--- src/rtl/fsm_control_pkg.sv ---
// fsm_control_pkg: definitions shared by the fabric control FSM, the
// output-word counter and the testbench. These are the state encoding,
// the FIFO geometry defaults and the FIFO index ranges. Because everyone
// uses the same constants, they all decode `Estado` the same way.
package fsm_control_pkg;

    localparam int unsigned NUM_FIFOS = 8;  // supervised FIFOs
    localparam int unsigned DEPTH     = 8;  // FIFO depth, max legal high threshold
    localparam int unsigned UMB_W     = 4;  // threshold width, must hold DEPTH

    // Bit positions of the FIFOs within empty_fifos / error_fifos.
    localparam int unsigned IN_FIFO_FIRST  = 0;
    localparam int unsigned IN_FIFO_LAST   = 3;
    localparam int unsigned OUT_FIFO_FIRST = 4;
    localparam int unsigned OUT_FIFO_LAST  = 7;

    // One-hot state word. RESET is the all-zero code.
    typedef enum logic [3:0] {
        StReset  = 4'b0000,
        StInit   = 4'b0001,
        StIdle   = 4'b0010,
        StActive = 4'b0100,
        StError  = 4'b1000
    } state_e;

    // A threshold pair is usable only if low < high and high fits in the FIFO.
    function automatic logic thr_legal(logic [UMB_W-1:0] lo, logic [UMB_W-1:0] hi);
        return (lo < hi) && (hi <= UMB_W'(DEPTH));
    endfunction

endpackage

--- src/rtl/fsm_control_if.sv ---
// fsm_control_if: the signals exchanged between the fabric control FSM and
// the rest of the switching fabric.
//   master : the fabric side. It drives init, the requested thresholds and
//            the FIFO flags, and it receives the state and the latched values.
//   slave  : the control FSM side, with the opposite directions.
interface fsm_control_if
    import fsm_control_pkg::*;
();
    logic                 init;
    logic [UMB_W-1:0]     umbral_bajo_in;
    logic [UMB_W-1:0]     umbral_alto_in;
    logic [NUM_FIFOS-1:0] empty_fifos;
    logic [NUM_FIFOS-1:0] error_fifos;
    logic [3:0]           Estado;
    logic [UMB_W-1:0]     umbral_bajo_out;
    logic [UMB_W-1:0]     umbral_alto_out;
    logic                 idle;
    logic                 error_out;
    logic [NUM_FIFOS-1:0] error_id;
    logic                 cfg_err;

    modport master (
        output init, umbral_bajo_in, umbral_alto_in, empty_fifos, error_fifos,
        input  Estado, umbral_bajo_out, umbral_alto_out, idle, error_out, error_id, cfg_err
    );

    modport slave (
        input  init, umbral_bajo_in, umbral_alto_in, empty_fifos, error_fifos,
        output Estado, umbral_bajo_out, umbral_alto_out, idle, error_out, error_id, cfg_err
    );

endinterface

--- src/rtl/fsm_control.sv ---
// fsm_control: central control FSM for the 4-in/4-out switching fabric.
// It steps the fabric through RESET, INIT, IDLE, ACTIVE and ERROR. It also
// latches the FIFO thresholds while in INIT and records which FIFOs caused
// an error.
// Ports:
//   clk : system clock, rising edge.
//   rst : asynchronous active-high reset.
//   bus : fsm_control_if.slave.
//         Inputs : init, umbral_*_in, empty_fifos, error_fifos.
//         Outputs: Estado, umbral_*_out, idle, error_out, error_id, cfg_err.
//         Every output comes from a register or is a direct decode of one.
module fsm_control
    import fsm_control_pkg::*;
(
    input logic          clk,
    input logic          rst,
    fsm_control_if.slave bus
);

    state_e               state_q, state_d;
    logic [UMB_W-1:0]     bajo_q, bajo_d;
    logic [UMB_W-1:0]     alto_q, alto_d;
    logic [NUM_FIFOS-1:0] err_id_q, err_id_d;
    logic                 cfg_err_q, cfg_err_d;

    logic any_err;
    logic all_empty;
    logic cfg_legal;

    assign any_err   = |bus.error_fifos;
    assign all_empty = &bus.empty_fifos;
    assign cfg_legal = thr_legal(bus.umbral_bajo_in, bus.umbral_alto_in);

    // State and datapath registers.
    always_ff @(posedge clk or posedge rst) begin
        if (rst) begin
            state_q   <= StReset;
            bajo_q    <= '0;
            alto_q    <= '0;
            err_id_q  <= '0;
            cfg_err_q <= 1'b0;
        end else begin
            state_q   <= state_d;
            bajo_q    <= bajo_d;
            alto_q    <= alto_d;
            err_id_q  <= err_id_d;
            cfg_err_q <= cfg_err_d;
        end
    end

    // Next state and next datapath values.
    always_comb begin
        state_d   = state_q;
        bajo_d    = bajo_q;
        alto_d    = alto_q;
        err_id_d  = err_id_q;
        cfg_err_d = 1'b0;
        unique case (state_q)
            StReset: state_d = StInit;
            StInit: begin
                // Thresholds track the inputs every cycle. The value sampled
                // on the exit edge is the one that stays frozen.
                bajo_d    = bus.umbral_bajo_in;
                alto_d    = bus.umbral_alto_in;
                cfg_err_d = !cfg_legal;
                if (!bus.init && cfg_legal) begin
                    state_d = StIdle;
                end
            end
            StIdle, StActive: begin
                if (any_err) begin
                    state_d  = StError;
                    err_id_d = bus.error_fifos;
                end else if (bus.init) begin
                    state_d = StInit;
                end else if (state_q == StIdle && !all_empty) begin
                    state_d = StActive;
                end else if (state_q == StActive && all_empty) begin
                    state_d = StIdle;
                end
            end
            StError: err_id_d = err_id_q | bus.error_fifos;
            default: state_d = StReset;
        endcase
    end

    // Outputs decoded from the state register, so they change on the same
    // edge as the state.
    always_comb begin
        bus.idle      = 1'b0;
        bus.error_out = 1'b0;
        unique case (state_q)
            StIdle:  bus.idle      = 1'b1;
            StError: bus.error_out = 1'b1;
            default: ;
        endcase
    end

    assign bus.Estado          = state_q;
    assign bus.umbral_bajo_out = bajo_q;
    assign bus.umbral_alto_out = alto_q;
    assign bus.error_id        = err_id_q;
    assign bus.cfg_err         = cfg_err_q;

endmodule

--- src/flat_wrapper.sv ---
// flat-port wrapper written by rule: the top's interface ports become plain ports
module fsm_control_flat import fsm_control_pkg::*;
  (clk, rst, bus_init, bus_umbral_bajo_in, bus_umbral_alto_in, bus_empty_fifos, bus_error_fifos, bus_Estado, bus_umbral_bajo_out, bus_umbral_alto_out, bus_idle, bus_error_out, bus_error_id, bus_cfg_err);
  fsm_control_if bus_i ();
  input logic clk;
  input logic rst;
  input wire logic [$bits(bus_i.init)-1:0] bus_init;
  input wire logic [$bits(bus_i.umbral_bajo_in)-1:0] bus_umbral_bajo_in;
  input wire logic [$bits(bus_i.umbral_alto_in)-1:0] bus_umbral_alto_in;
  input wire logic [$bits(bus_i.empty_fifos)-1:0] bus_empty_fifos;
  input wire logic [$bits(bus_i.error_fifos)-1:0] bus_error_fifos;
  output wire logic [$bits(bus_i.Estado)-1:0] bus_Estado;
  output wire logic [$bits(bus_i.umbral_bajo_out)-1:0] bus_umbral_bajo_out;
  output wire logic [$bits(bus_i.umbral_alto_out)-1:0] bus_umbral_alto_out;
  output wire logic [$bits(bus_i.idle)-1:0] bus_idle;
  output wire logic [$bits(bus_i.error_out)-1:0] bus_error_out;
  output wire logic [$bits(bus_i.error_id)-1:0] bus_error_id;
  output wire logic [$bits(bus_i.cfg_err)-1:0] bus_cfg_err;
  assign bus_i.init = bus_init;
  assign bus_i.umbral_bajo_in = bus_umbral_bajo_in;
  assign bus_i.umbral_alto_in = bus_umbral_alto_in;
  assign bus_i.empty_fifos = bus_empty_fifos;
  assign bus_i.error_fifos = bus_error_fifos;
  assign bus_Estado = bus_i.Estado;
  assign bus_umbral_bajo_out = bus_i.umbral_bajo_out;
  assign bus_umbral_alto_out = bus_i.umbral_alto_out;
  assign bus_idle = bus_i.idle;
  assign bus_error_out = bus_i.error_out;
  assign bus_error_id = bus_i.error_id;
  assign bus_cfg_err = bus_i.cfg_err;
  fsm_control u_core (.clk(clk), .rst(rst), .bus(bus_i));
endmodule
--- config.mk ---
export PLATFORM = sky130hd
export DESIGN_NAME = fsm_control_flat
export DESIGN_NICKNAME = d
export VERILOG_FILES = /design/src/rtl/fsm_control_pkg.sv /design/src/rtl/fsm_control_if.sv /design/src/rtl/fsm_control.sv /design/src/flat_wrapper.sv
export SDC_FILE = /design/constraint.sdc
export NUM_CORES = 1
export LEC_CHECK = 0
export CAP_MARGIN = 10
export CORE_ASPECT_RATIO = 0.75
export CORE_MARGIN = 3
export CORE_UTILIZATION = 37
export DETAILED_ROUTE_END_ITERATION = 8
export GPL_ROUTABILITY_DRIVEN = 0
export GPL_TIMING_DRIVEN = 0
export MAX_ROUTING_LAYER = met4
export PLACE_DENSITY = 0.77
export SETUP_SLACK_MARGIN = 0.3
export SLEW_MARGIN = 20
export SYNTH_ARGS = -nofsm -noshare
export SYNTH_HDL_FRONTEND = slang
export SYNTH_SLANG_ARGS = --single-unit
--- constraint.sdc ---
create_clock -name clk -period 3.43 [get_ports clk]
set_clock_uncertainty 0.2 [all_clocks]
set_input_delay 0.5145 -clock clk [delete_from_list [all_inputs] [get_ports clk]]
set_output_delay 0.5145 -clock clk [all_outputs]
set_load 0.02 [all_outputs]
==> flow_metrics.py <==
metrics = {
    "clock_tree": {
        "cts_tree": "done",
        "cts.htree.levels": 1,
        "cts_sinks": 21,
        "cts_resized": 0,
        "ctsHoldBuffers": 0,
        "clock_latency_ps": 310,
        "clk_pin_slew_ps": 120,
        "post_cts_buffers": 0,
        "cts.path.max_buffers": 2,
        "root_buffer": "clkbuf_4",
        "numCtsBuffers": 3,
    },
    "yosys": {
        "synth_cell_types": 32,
        "synthArstFlopShare": 1.000,
        "syn_area_sq_um": 1006,
        "syn_inst": 83,
        "synth_nets": 113,
        "yosysWarnings": 0,
        "yosysSeqAreaShare": 0.5224,
        "avgSynthCellArea_sq_um": 12.12,
        "synth-seq-cells": 21,
        "yosys.area.top_type": "dfrtp_1",
        "yosys-top-cells-area": "dfrtp_1 (52%), mux2_2 (9.0%), a22o_1 (6.1%)",
        "netlist.area_leader.share": 0.5224,
        "synthFlopType": "dfrtp_1",
        "synth_edf_count": 0,
    },
    "global_route": {
        "use_met1": 0.2094,
        "grt_util_all_layers": 0.1688,
        "antenna_found_initial": 0,
        "use_met2": 0.2702,
        "grt-ovfl-total": 0,
        "grt_pass1_wl_um": 4174,
        "grt_util_met3": 0.05275,
        "grt_pass1_vias": 889,
        "top_usage_layer": "met2",
        "grt_max_degree": 22,
    },
    "timing": {
        "report.final.slew_viol_count": 0,
        "min_period_ps": 2567,
        "setup_violations": 0,
        "rsz0062_at_grt": "false",
        "tightest_slew_ps": 1050,
        "finalCritPeriodShare": 0.7483,
        "setup-tns-final_ps": 0,
        "fmax_mhz": 389.6,
        "slew_headroom": 0.2984,
        "hold_violations": 0,
    },
    "routing": {
        "viasPerCell": 4.965,
        "num_vias": 844,
        "firstDrtPassIters": 4,
        "post_drt_wl_per_cell_um": 14.92,
        "drt-initial-drc-count": 21,
        "antenna_left": 0,
        "drcViolationCount": 0,
        "wl_um": 2537,
    },
    "pwr": {
        "leakage_uw": 0.0006574,
        "p_int_uw": 608.6,
        "comb_power_share": 0.471,
        "clockPowerShare": 0.132,
        "ir_worst_vdd_uv": 373.4,
        "power_switching_uw": 318.4,
        "power_switching_share": 0.3435,
        "p_per_area_nw_per_um2": 592.3,
        "power_frac_seq": 0.397,
    },
    "floorplanning": {
        "die_height_um": 51.16,
        "io_pins": 50,
        "num_rows": 15,
        "fp.dieW_um": 66.21,
        "core_sq_um": 2440,
        "die_area_sq_um": 3387,
        "start_util": 0.4123,
    },
    "run_status": {
        "status": "complete, no violations",
    },
    "worst_setup_path": {
        "required_ps": 2720,
        "crit_arrival_ps": 1850,
        "path_class": "flop to output port",
        "cp-start-kind": "flop",
        "path_delay_family": "buffers and inverters",
        "cpMaxStageDelayCell": "clkdlybuf4s50_1",
        "path_buf_inv": 2,
        "crit_path_cell_trace": "inv_1, nor4_1, clkdlybuf4s50_1",
        "slowest_delay_ps": 670,
        "critical_path.max_fanout": 7,
        "endpoint_kind": "output port",
    },
    "run": {
        "drv_cap": 0,
    },
    "cells_and_area": {
        "fin_cells": 170,
        "area_delta_synth_final_pct": 55.60,
        "layout_commonest_cell": "clkdlybuf4s50_1",
        "layout_common_cells": "clkdlybuf4s50_1 (49), dfrtp_1 (21), inv_1 (8), mux2_2 (8), a22o_1 (7)",
        "fin_nets": 167,
        "nFillCells": 190,
        "num_antenna_cells": 0,
        "drive_gt1_frac": 0.1324,
    },
    "place": {
        "placed_cells": 166,
        "hpwl_um": 1956,
        "io_buffers": 49,
    },
    "min_path": {
        "hold_class": "flop to flop",
    },
}
==> final timing paths <==
| check | start | to | slack, ps | depth (start not counted) |
|---|---|---|---|---|
| worst max-delay path | u_core.bus.Estado[1] | bus_idle | 860 | 3 |
| worst min-delay path | u_core.bus.error_id[4] | u_core.bus.error_id[4] | 320 | 1 |
| worst max register to register | u_core.bus.Estado[2] | u_core.bus.Estado[1] | 1220 | 5 |
| worst min register to register | u_core.bus.error_id[4] | u_core.bus.error_id[4] | 320 | 1 |
| max in group asynchronous | rst | u_core.bus.umbral_bajo_out[3] | 2070 | 2 |
| min in group asynchronous | rst | u_core.bus.error_id[7] | 450 | 2 |
==> layout make-up <==
type                            count  area [sq um]  area share
Tap cell                           34         42.54     0.02718
Buffer                              2         15.01    0.009592
Clock buffer                        4         26.28     0.01679
Multi-Input combinational cell     52         435.4      0.2782
Timing Repair Buffer               49         490.5      0.3133
Sequential cell                    21         525.5      0.3357
Inverter                            8         30.03     0.01918
==> sequential cells by signal, summed over array words and instances, names as in the netlist <==
signal and cells:
u_core.bus.error_id 8, u_core.bus.cfg_err 1, u_core.bus.umbral_bajo_out 4, u_core.bus.Estado 4, u_core.bus.umbral_alto_out 4
==> worst register-to-register path, delay by kind of cell, from the launching register on <==
| kind | cells | cell delay, ps |
|---|---|---|
| DFF | 1 | 410 |
| and+or+nand+nor | 2 | 1130 |
| buffers and inverters | 1 | 140 |
| AOI/OAI and AO/OA | 2 | 250 |
==> synthesized netlist by cell type (2+ instances only) <==
library cell	n
dfrtp_1	21
nor3_1	2
nand4_1	2
ha_1	3
mux2_2	8
and2_1	2
nor2_1	3
a22o_1	7
nand2b_1	3
o21ai_0	3
inv_1	8
==> cell families after synthesis <==
family,share of synthesized area
buffers and inverters,0.04477
DFF,0.5224
xor gates and xnor gates,0.008708
and+or+nand+nor,0.1455
muxes,0.08956
AOI/OAI and AO/OA,0.1517
adders and majority gates,0.03732
==> per-stage QoR <==
stage                     power [uW]  hold slack (ps)  setup slack, ps  utilization  instance area (sq um)
after global routing           982.5            347.0            768.3       0.6415                   1565
after global placement         803.5            290.4            678.3       0.6308                   1539
final                          927.0            321.6            863.2       0.6415                   1565
after CTS                      940.2            327.5            882.1       0.6415                   1565
after floorplan                589.5            291.0             1248            -                   1006
after detailed placement       813.8            294.7            639.0       0.6308                   1539
==> per-layer routing <==
layer | wire length [um] | vias up
met2 | 1187 | 30
met1 | 1150 | 395
met4 | 14 | 0
li1 | - | 417
met3 | 183 | 2
met5 | 0 | -
==> power by group through the flow <==
stage               logic, uW  clock network, uW  registers (uW)
floorplan                 121                  0             469
global placement          431                  0             372
detailed placement        439                  0             375
CTS                       443                128             369
global route              467                136             380
finish                    436                122             368
No activity file was read; power rests on OpenSTA's default activity.
